<file path="src/rtl/vpu_dispatch.sv">
// vpu_dispatch: fetches 80-bit instruction words from a local instruction
// memory, decodes them onto the vector unit's field bus, issues a one-cycle
// start pulse and waits for the done pulse before moving to the next word.
// Execution stops on a HALT word, a reserved type or a completion timeout.
//
// Ports
//   clk_i, rst_ni        clock, asynchronous active-low reset
//   run_i, abort_i       host start pulse (ignored while busy), synchronous abort
//   base_pc_i            first instruction address, sampled on run
//   imem_addr_o/en_o     registered instruction memory read port
//   imem_dout_i          read data, valid the cycle after imem_en_o is sampled
//   addr_*_o, opcode_o,
//   vpu_type_o, vreg_*_o,
//   vpu_opcode_o,
//   scalar_b_o           decoded instruction fields, held from issue to next decode
//   vpu_start_o          one-cycle issue pulse
//   vpu_done_i           completion pulse from the vector unit
//   busy_o               high while a program is executing
//   halted_o, error_o    sticky status; err_code_o 0 none, 1 reserved, 2 timeout
//   pc_out_o             current program counter
//   retired_o            completed instruction count, saturating
module vpu_dispatch #(
    parameter int unsigned PC_W           = 8,
    parameter int unsigned TIMEOUT_CYCLES = 4096
) (
    input  logic            clk_i,
    input  logic            rst_ni,
    input  logic            run_i,
    input  logic            abort_i,
    input  logic [PC_W-1:0] base_pc_i,
    output logic [PC_W-1:0] imem_addr_o,
    output logic            imem_en_o,
    input  logic [79:0]     imem_dout_i,
    output logic [12:0]     addr_a_o,
    output logic [12:0]     addr_b_o,
    output logic [12:0]     addr_out_o,
    output logic [12:0]     addr_const_o,
    output logic [9:0]      opcode_o,
    output logic [2:0]      vpu_type_o,
    output logic [2:0]      vreg_dst_o,
    output logic [2:0]      vreg_a_o,
    output logic [2:0]      vreg_b_o,
    output logic [2:0]      vpu_opcode_o,
    output logic            scalar_b_o,
    output logic            vpu_start_o,
    input  logic            vpu_done_i,
    output logic            busy_o,
    output logic            halted_o,
    output logic            error_o,
    output logic [1:0]      err_code_o,
    output logic [PC_W-1:0] pc_out_o,
    output logic [15:0]     retired_o
);

    localparam int unsigned CntW = $clog2(TIMEOUT_CYCLES + 1);

    typedef enum logic [2:0] {
        StIdle,
        StFetch,
        StFetchWait,
        StDecode,
        StIssue,
        StWaitDone,
        StHalted,
        StError
    } state_e;

    state_e            state_q, state_d;
    logic [PC_W-1:0]   pc_q, pc_d;
    logic [PC_W-1:0]   imem_addr_q, imem_addr_d;
    logic              imem_en_q, imem_en_d;
    // Instruction word bits [79:2]; bits [1:0] carry no information.
    logic [77:0]       field_q, field_d;
    logic              vpu_start_q, vpu_start_d;
    logic              halted_q, halted_d;
    logic              error_q, error_d;
    logic [1:0]        err_code_q, err_code_d;
    logic [15:0]       retired_q, retired_d;
    logic [CntW-1:0]   tcnt_q, tcnt_d;

    logic [2:0]        dec_type;
    logic              unused_bits;

    assign dec_type    = imem_dout_i[79:77];
    assign unused_bits = ^imem_dout_i[1:0];

    always_comb begin
        state_d     = state_q;
        pc_d        = pc_q;
        imem_addr_d = imem_addr_q;
        imem_en_d   = imem_en_q;
        field_d     = field_q;
        vpu_start_d = vpu_start_q;
        halted_d    = halted_q;
        error_d     = error_q;
        err_code_d  = err_code_q;
        retired_d   = retired_q;
        tcnt_d      = tcnt_q;

        if (abort_i) begin
            // Abort only stops the sequencer; status and fields are kept.
            state_d     = StIdle;
            imem_en_d   = 1'b0;
            vpu_start_d = 1'b0;
        end else begin
            unique case (state_q)
                StIdle, StHalted, StError: begin
                    if (run_i) begin
                        pc_d       = base_pc_i;
                        halted_d   = 1'b0;
                        error_d    = 1'b0;
                        err_code_d = 2'd0;
                        retired_d  = 16'd0;
                        state_d    = StFetch;
                    end
                end
                StFetch: begin
                    imem_en_d   = 1'b1;
                    imem_addr_d = pc_q;
                    state_d     = StFetchWait;
                end
                StFetchWait: begin
                    imem_en_d = 1'b0;
                    state_d   = StDecode;
                end
                StDecode: begin
                    if (dec_type == 3'd7) begin
                        halted_d = 1'b1;
                        state_d  = StHalted;
                    end else if (dec_type[2]) begin
                        error_d    = 1'b1;
                        err_code_d = 2'd1;
                        state_d    = StError;
                    end else begin
                        field_d     = imem_dout_i[79:2];
                        // Raised on entry to issue so the pulse covers exactly that cycle.
                        vpu_start_d = 1'b1;
                        state_d     = StIssue;
                    end
                end
                StIssue: begin
                    vpu_start_d = 1'b0;
                    tcnt_d      = '0;
                    state_d     = StWaitDone;
                end
                StWaitDone: begin
                    // Done beats the timeout when both land in the same cycle.
                    if (vpu_done_i) begin
                        if (retired_q != 16'hFFFF) begin
                            retired_d = retired_q + 16'd1;
                        end
                        pc_d    = pc_q + PC_W'(1);
                        state_d = StFetch;
                    end else if (tcnt_q == CntW'(TIMEOUT_CYCLES - 1)) begin
                        error_d    = 1'b1;
                        err_code_d = 2'd2;
                        state_d    = StError;
                    end else begin
                        tcnt_d = tcnt_q + CntW'(1);
                    end
                end
                default: state_d = StIdle;
            endcase
        end
    end

    always_ff @(posedge clk_i or negedge rst_ni) begin
        if (!rst_ni) begin
            state_q     <= StIdle;
            pc_q        <= '0;
            imem_addr_q <= '0;
            imem_en_q   <= 1'b0;
            field_q     <= '0;
            vpu_start_q <= 1'b0;
            halted_q    <= 1'b0;
            error_q     <= 1'b0;
            err_code_q  <= 2'd0;
            retired_q   <= 16'd0;
            tcnt_q      <= '0;
        end else begin
            state_q     <= state_d;
            pc_q        <= pc_d;
            imem_addr_q <= imem_addr_d;
            imem_en_q   <= imem_en_d;
            field_q     <= field_d;
            vpu_start_q <= vpu_start_d;
            halted_q    <= halted_d;
            error_q     <= error_d;
            err_code_q  <= err_code_d;
            retired_q   <= retired_d;
            tcnt_q      <= tcnt_d;
        end
    end

    assign imem_addr_o  = imem_addr_q;
    assign imem_en_o    = imem_en_q;
    assign vpu_type_o   = field_q[77:75];
    assign vreg_dst_o   = field_q[74:72];
    assign vreg_a_o     = field_q[71:69];
    assign vreg_b_o     = field_q[68:66];
    assign vpu_opcode_o = field_q[65:63];
    assign scalar_b_o   = field_q[62];
    assign opcode_o     = field_q[61:52];
    assign addr_a_o     = field_q[51:39];
    assign addr_b_o     = field_q[38:26];
    assign addr_out_o   = field_q[25:13];
    assign addr_const_o = field_q[12:0];
    assign vpu_start_o  = vpu_start_q;
    assign busy_o       = !(state_q inside {StIdle, StHalted, StError});
    assign halted_o     = halted_q;
    assign error_o      = error_q;
    assign err_code_o   = err_code_q;
    assign pc_out_o     = pc_q;
    assign retired_o    = retired_q;

endmodule

</file>
<file path="config.mk">
export PLATFORM = sky130hd
export DESIGN_NAME = vpu_dispatch
export DESIGN_NICKNAME = d
export VERILOG_FILES = /design/src/rtl/vpu_dispatch.sv
export SDC_FILE = /design/constraint.sdc
export NUM_CORES = 1
export LEC_CHECK = 0
export BUFFER_PORTS_ARGS = -buffer_cell sky130_fd_sc_hd__buf_2
export CAP_MARGIN = 40
export CORE_AREA = 2 2 189 135
export DETAILED_ROUTE_END_ITERATION = 16
export DIE_AREA = 0 0 191 137
export PLACE_DENSITY = 0.43
export SLEW_MARGIN = 5
export SYNTH_ARGS = -nofsm -noshare
export SYNTH_HDL_FRONTEND = slang
export SYNTH_SLANG_ARGS = --single-unit
</file>
<file path="constraint.sdc">
create_clock -name clk_i -period 2.75 [get_ports clk_i]
set_input_delay 0.275 -clock clk_i [delete_from_list [all_inputs] [get_ports clk_i]]
set_output_delay 0.275 -clock clk_i [all_outputs]
set_load 0.05 [all_outputs]
</file>
After elaboration in Yosys (flattened, before gate mapping). Index checks and enable logic that the tools add are counted.

Flip-flop bits (word level): 131. Bits of input ports: 93. Output and inout bits: 117. Logic and storage cells: 96.

Add/sub/neg operators: 3. Equality and inequality tests: 23. Muxes and demuxes: 37. Bitwise logic cells: 3. Reductions and logical operators: 19.

Operators with widths (count): 16-bit two-way mux (3); 16-bit case mux with 2 select lines (1); 13-bit two-way mux (2); 13-bit case mux with 2 select lines (1); 2-bit inequality test (second input constant) (9); 3-bit case mux with 6 select lines (1); 16-bit by 1-bit adder with 16-bit output (second input constant) (1); 8-bit two-way mux (2); 16-bit inequality test (second input constant) (1); 8-bit case mux with 2 select lines (1); 4-bit AND reduction (4); 3-bit == test (second input constant) (5); 2-bit two-way mux (7); 13-bit by 1-bit adder with 13-bit output (second input constant) (1); 13-bit by 12-bit == test with 1-bit output (second input constant) (1); 3-bit two-way mux (4); 3-bit nonzero test (4); 1-bit two-way mux (10); 3-bit inequality test (second input constant) (3); 8-bit by 1-bit adder with 8-bit output (second input constant) (1); 7-bit AND reduction (1); 3-bit by 2-bit == test with 1-bit output (second input constant) (2); 1-bit case mux with 2 select lines (3); 2-bit case mux with 3 select lines (1); 11 further kinds (16).

Logic depth before layout (Yosys ltp).
Depth after elaboration: 5. Gate-level depth with buffers: 7. Depth with buffers taken out: 5.

Least setup slack after synthesis. No wires, ideal clock.

Path kind: reg2reg. Start point: reg retired_q[0], in the netlist retired_o[0]. End point: reg retired_q[0], in the netlist retired_o[0]. Library setup time: 0.145 ns. Data arrival time: 1.965 ns. Data required time: 2.605 ns. Setup slack: 0.640 ns. Stages on the path, launching flop included: 6. Path buffers: 0. Clock period less this slack: 2.110 ns. Path through: dfrtp_1 ha_1 nand3_1 nor4_4 a21o_1 mux2i_1.

Word-level cells in the longest chain between the ends: 4. Elaborated cells between the ends (all ways): 7. Those cells by class: add/sub: 1; eq/ne: 2; mux: 3; reduce/logical: 1.

RTL lines: start: declaration (RTL line 78) `logic [15:0] retired_q, retired_d;`; start signal: assignment (RTL line 190) `retired_q <= retired_d;`; 16-bit by 1-bit adder with 16-bit output (RTL line 150) `retired_d = retired_q + 16'd1;`; 16-bit two-way mux (RTL line 149) `if (retired_q != 16'hFFFF) begin`; 16-bit two-way mux (RTL line 148) `if (vpu_done_i) begin`; 16-bit case mux with 2 select lines (RTL line 106) `unique case (state_q)`.

Parallel ways exist; a longest one is shown, timed or not. The select of a mux whose other input is x is not followed. A chain may end at the register's enable or synchronous reset.

Final worst setup path.
Start point: reg state_q[0]. End point: reg retired_q[14], in the netlist retired_o[14].

Word-level cells in the longest chain between the ends: 4. Elaborated cells between the ends (all ways): 11. Those cells by class: eq/ne: 6; mux: 1; reduce/logical: 4.

RTL lines: start: declaration (RTL line 68) `state_e state_q, state_d;`; start signal: assignment (RTL line 169) `state_q <= StIdle;`; start signal: assignment (RTL line 181) `state_q <= state_d;`; 3-bit == test / 3-bit zero test (equally long branches) (RTL line 106); 3-bit OR reduction (RTL line 106); 2-bit inequality test (no line) / 2-bit nonzero test (equally long branches); 5-bit AND reduction (no line).

Parallel ways exist; a longest one is shown, timed or not.

==> results summary <==
The flow ran to the end, and the final reports show no timing, DRC or antenna violations. The largest fanout on the critical path came out at 12. The number of antenna violations at the first check in global routing came out at 0. The portion of total power attributed to sequential cells is 0.337. The core area is 24320 µm². The pin count of the biggest net entering global routing came out at 78. The pin slew with the least headroom to its limit came out at 0.7241 ns. The number of hold violations in the final report came to 0. The post-detailed-routing wire length is 16920 µm. The type of the worst setup path is reg -> reg. The number of nets in the final layout came out at 808. The endpoint type of the worst setup path is a flop. From synthesis to final layout, the design area changed by 34.28%. The multi-input combinational cell area came out at 2557 µm². The primary flip-flop cell chosen by synthesis mapping is dfrtp_1.

The number of iterations in the first detailed-routing pass came out at 4. The clock-pin slew on the worst setup and hold paths came out at 0.06 ns. The worst clock skew came out at 0.009802 ns. The busiest metal layer after global routing is met2. The effective utilization at floorplan is 0.2471.

0 antenna diodes ended up in the layout. The count of nets left with antenna violations once routing finished came out at 0. Derived from the worst setup path, the maximum achievable clock frequency is 479.0 MHz. The DRC violation count after routing is 0. The total of flip-flops plus latches after synthesis is 131. Clock tree synthesis found a total of 131 sinks.

The number of placement rows is 48. The placed cell area came out at 7436 µm². The filler cells instantiated in the layout total 2478.

The arrival time of data at the critical path endpoint is 2.37 ns. The internal power contribution came out at 4617 µW. A synthesized cell averages 11.95 µm². On the worst path, the slowest cell contributes a delay of 0.58 ns. The number of enable-type register cells in the synthesized netlist came out at 0.

The total of max-cap violations came out at 0. The overall overflow remaining after global route is 0. The average via count per standard cell came out at 4.631. The post-route fraction of the period consumed by the critical path came out at 0.7591. The die height is 137 µm. The die width came out at 191 µm.

The required arrival time at the worst endpoint came out at 3.04 ns. After clock tree synthesis, the setup repair step added 0 buffers. For this design the ratio of total power to cell area is 966.7 nW/µm².

The path class of the tightest hold or removal check is in -> reg. The clock tree from TritonCTS is yes. The met3 demand-to-capacity share in global routing came out at 0.03538. Clock tree synthesis selected as its root buffer the cell clkbuf_16. In the global route stage, met2 resource usage came out at 0.2150.

Post-CTS repair changed the size of 0 cells. The number of H-tree levels is 4. The worst setup path is launched from a flop. The first-pass GRT wire length came out at 26780 µm. The source-to-sink clock delay at the later pin of the worst-skew pair is 0.42 ns. The share of total power consumed by net switching came out at 0.4083. Setup repair after global routing left no endpoint under its margin. The count of synthesis-stage warnings from yosys came out at 0.

The synthesized netlist occupies a cell area of 6011 µm². In the global route stage, met1 resource usage came out at 0.1688. The count of input and output buffers came out at 206. Measured against its own limit, the worst slew margin works out to 0.5173. Grouping stages by cell kind, the critical path spends the most delay in compound AO/OA/AOI/OAI gates. The post-route worst setup slack is 0.6625 ns. Among all cell types in the netlist, the one instantiated most often is dfrtp_1. The post-synthesis async set-or-reset flop share came out at 1.000.

The congestion estimate from routability-driven global placement came to 0.7409. The leading area contributor after synthesis is dfrtp_1. The number of design-rule violations left by the first detailed-router iteration is 262. The total routing resource utilization after global routing is 0.1326.

Walking the worst path, the cells encountered are or4b_1 -> a31o_1 -> a222oi_1 -> o31ai_1. The total non-filler cell area in the finished layout came out at 8071 µm². Setup total negative slack on the finished layout was measured at 0 ns.

The fraction of synthesized cell area taken by the top area cell type came out at 0.5454. The detailed-route wire length per cell came out at 16.11 µm. Yosys attributes the largest share of cell area to dfrtp_1, mux2_2, o31ai_1.

The synthesized netlist net count is 599. After layout, the design draws a total of 7803 µW. Of the cells placed in the final design, the portion with a size suffix greater than 1 is 0.4786.

The HPWL reported at the end of detailed placement came out at 12040 µm. The synthesized instance count is 503. The net load switching power came out at 3186 µW.

The count of unique library cells instantiated by Yosys is 63. The final setup violation count is 0. The time the worst path needs with I/O delays and setup is 2.088 ns. The number of clock buffers added by TritonCTS is 17.

The count of boundary I/O pins came out at 210. The area occupied by registers came out at 3278 µm². The die covers 26170 µm². The max-slew violation count came out at 0. For this design the static power due to leakage is 0.003842 µW. The post-placement setup slack came out at 0.6029 ns. By count the netlist is led by dfrtp_1, mux2_2, a21oi_1, nand2_1, nand3_1. The slowest stage of the critical path is the or4b_1 cell.

The sequential element share of the synthesized area is 0.5454. Across all layers, the routed design uses 4863 vias. The worst-case hold slack is 0.08506 ns. The clock passes through at most 2 buffers. The via count of the first global-routing pass came to 4914.

The number of buffers and inverters on the critical path is 0. The part of the power in combinational logic came out at 0.353. The clock power share came out at 0.311. The maximum VDD drop is 439.5 µV.
-- power groups by stage --
stage | Sequential [µW] | Combinational, µW | Clock (µW)
floorplan | 4170 | 522 | 0
global placement | 2650 | 2760 | 0
detailed placement | 2660 | 2780 | 0
CTS | 2640 | 2780 | 2510
global route | 2700 | 2880 | 2590
finish | 2630 | 2750 | 2420
-- layout make-up --
| class | count | area share |
|---|---|---|
| clock buffer | 18 | 0.05441 |
| clock inverter | 14 | 0.02310 |
| inverter | 9 | 0.004185 |
| multi-input combinational | 333 | 0.3168 |
| sequential | 131 | 0.4061 |
| tap | 325 | 0.05038 |
| timing repair buffer | 220 | 0.1449 |
-- layout by cell type, fill, tap and decap left out, drive strengths merged, types with 3 or more instances in the layout --
| cell type | netlist | layout |
|---|---|---|
| buf | 22 | 219 |
| dfrtp | 131 | 131 |
| mux2 | 86 | 86 |
| a21oi | 26 | 26 |
| nand2 | 26 | 26 |
| nand3 | 23 | 23 |
| o21ai | 21 | 21 |
| o31ai | 20 | 20 |
| clkbuf | 8 | 18 |
| nor2 | 14 | 14 |
| and3 | 11 | 11 |
| inv | 9 | 9 |
| nand4 | 8 | 8 |
| clkinv | 0 | 8 |
| nand2b | 6 | 6 |
| a31oi | 6 | 6 |
| nor3 | 6 | 6 |
| or4 | 5 | 5 |
| nor4 | 5 | 5 |
| or3 | 4 | 4 |
| and2 | 4 | 4 |
| o22ai | 4 | 4 |
| a2bb2oi | 4 | 4 |
| bufinv | 0 | 4 |
| and4 | 3 | 3 |
| o221ai | 3 | 3 |
| o2bb2ai | 3 | 3 |
| a41oi | 3 | 3 |
| mux2i | 3 | 3 |
| ha | 3 | 3 |
| a221oi | 3 | 3 |
-- state kept, by name, indices dropped and copies added, names as in the netlist, 2 cells and up --
register / cells
field_q: 77
retired_o: 16
tcnt_q: 13
imem_addr_o: 8
pc_out_o: 8
state_q: 3
err_code_o: 2
-- cell families after synthesis --
family / share of synthesized area
multiplexers: 0.1661
buffers and inverters: 0.03122
other: 0.0006239
AO/OA/AOI/OAI: 0.1289
flip-flops: 0.5454
AND/OR/NAND/NOR: 0.1216
adder cells (fa/ha/maj): 0.006245
-- through the flow --
| step | instances | util |
|---|---|---|
| global placement | 1017 | 0.3057 |
| CTS | 1050 | 0.3318 |
| detailed placement | 1017 | 0.3057 |
| global route | 1050 | 0.3318 |
| floorplan | 503 | - |
| finish | 1050 | 0.3318 |
-- path summary, 6_finish.rpt --
| check | endpoint | cells after the start | from | slack [ns] |
|---|---|---|---|---|
| worst max-delay path | retired_o[14] | 4 | state_q[0] | 0.66 |
| worst min-delay path | field_q[35] | 2 | imem_dout_i[37] | 0.09 |
| worst max register to register | retired_o[14] | 4 | state_q[0] | 0.66 |
| worst min register to register | field_q[18] | 1 | field_q[18] | 0.50 |
| max in group asynchronous | retired_o[1] | 3 | rst_ni | 1.58 |
| min in group asynchronous | field_q[3] | 2 | rst_ni | 0.42 |
-- metal layers --
metal  up-vias  wire [µm]
li1       2319          -
met5         -          0
met2       121       8107
met4         0        224
met3        14        840
met1      2409       7747
-- timing repair --
action,4_1_cts,5_1_grt
hold buffers,1,0
endpoints found under the hold margin,60,0
setup endpoints to repair,0,0
Power figures use the tool's default switching activity.
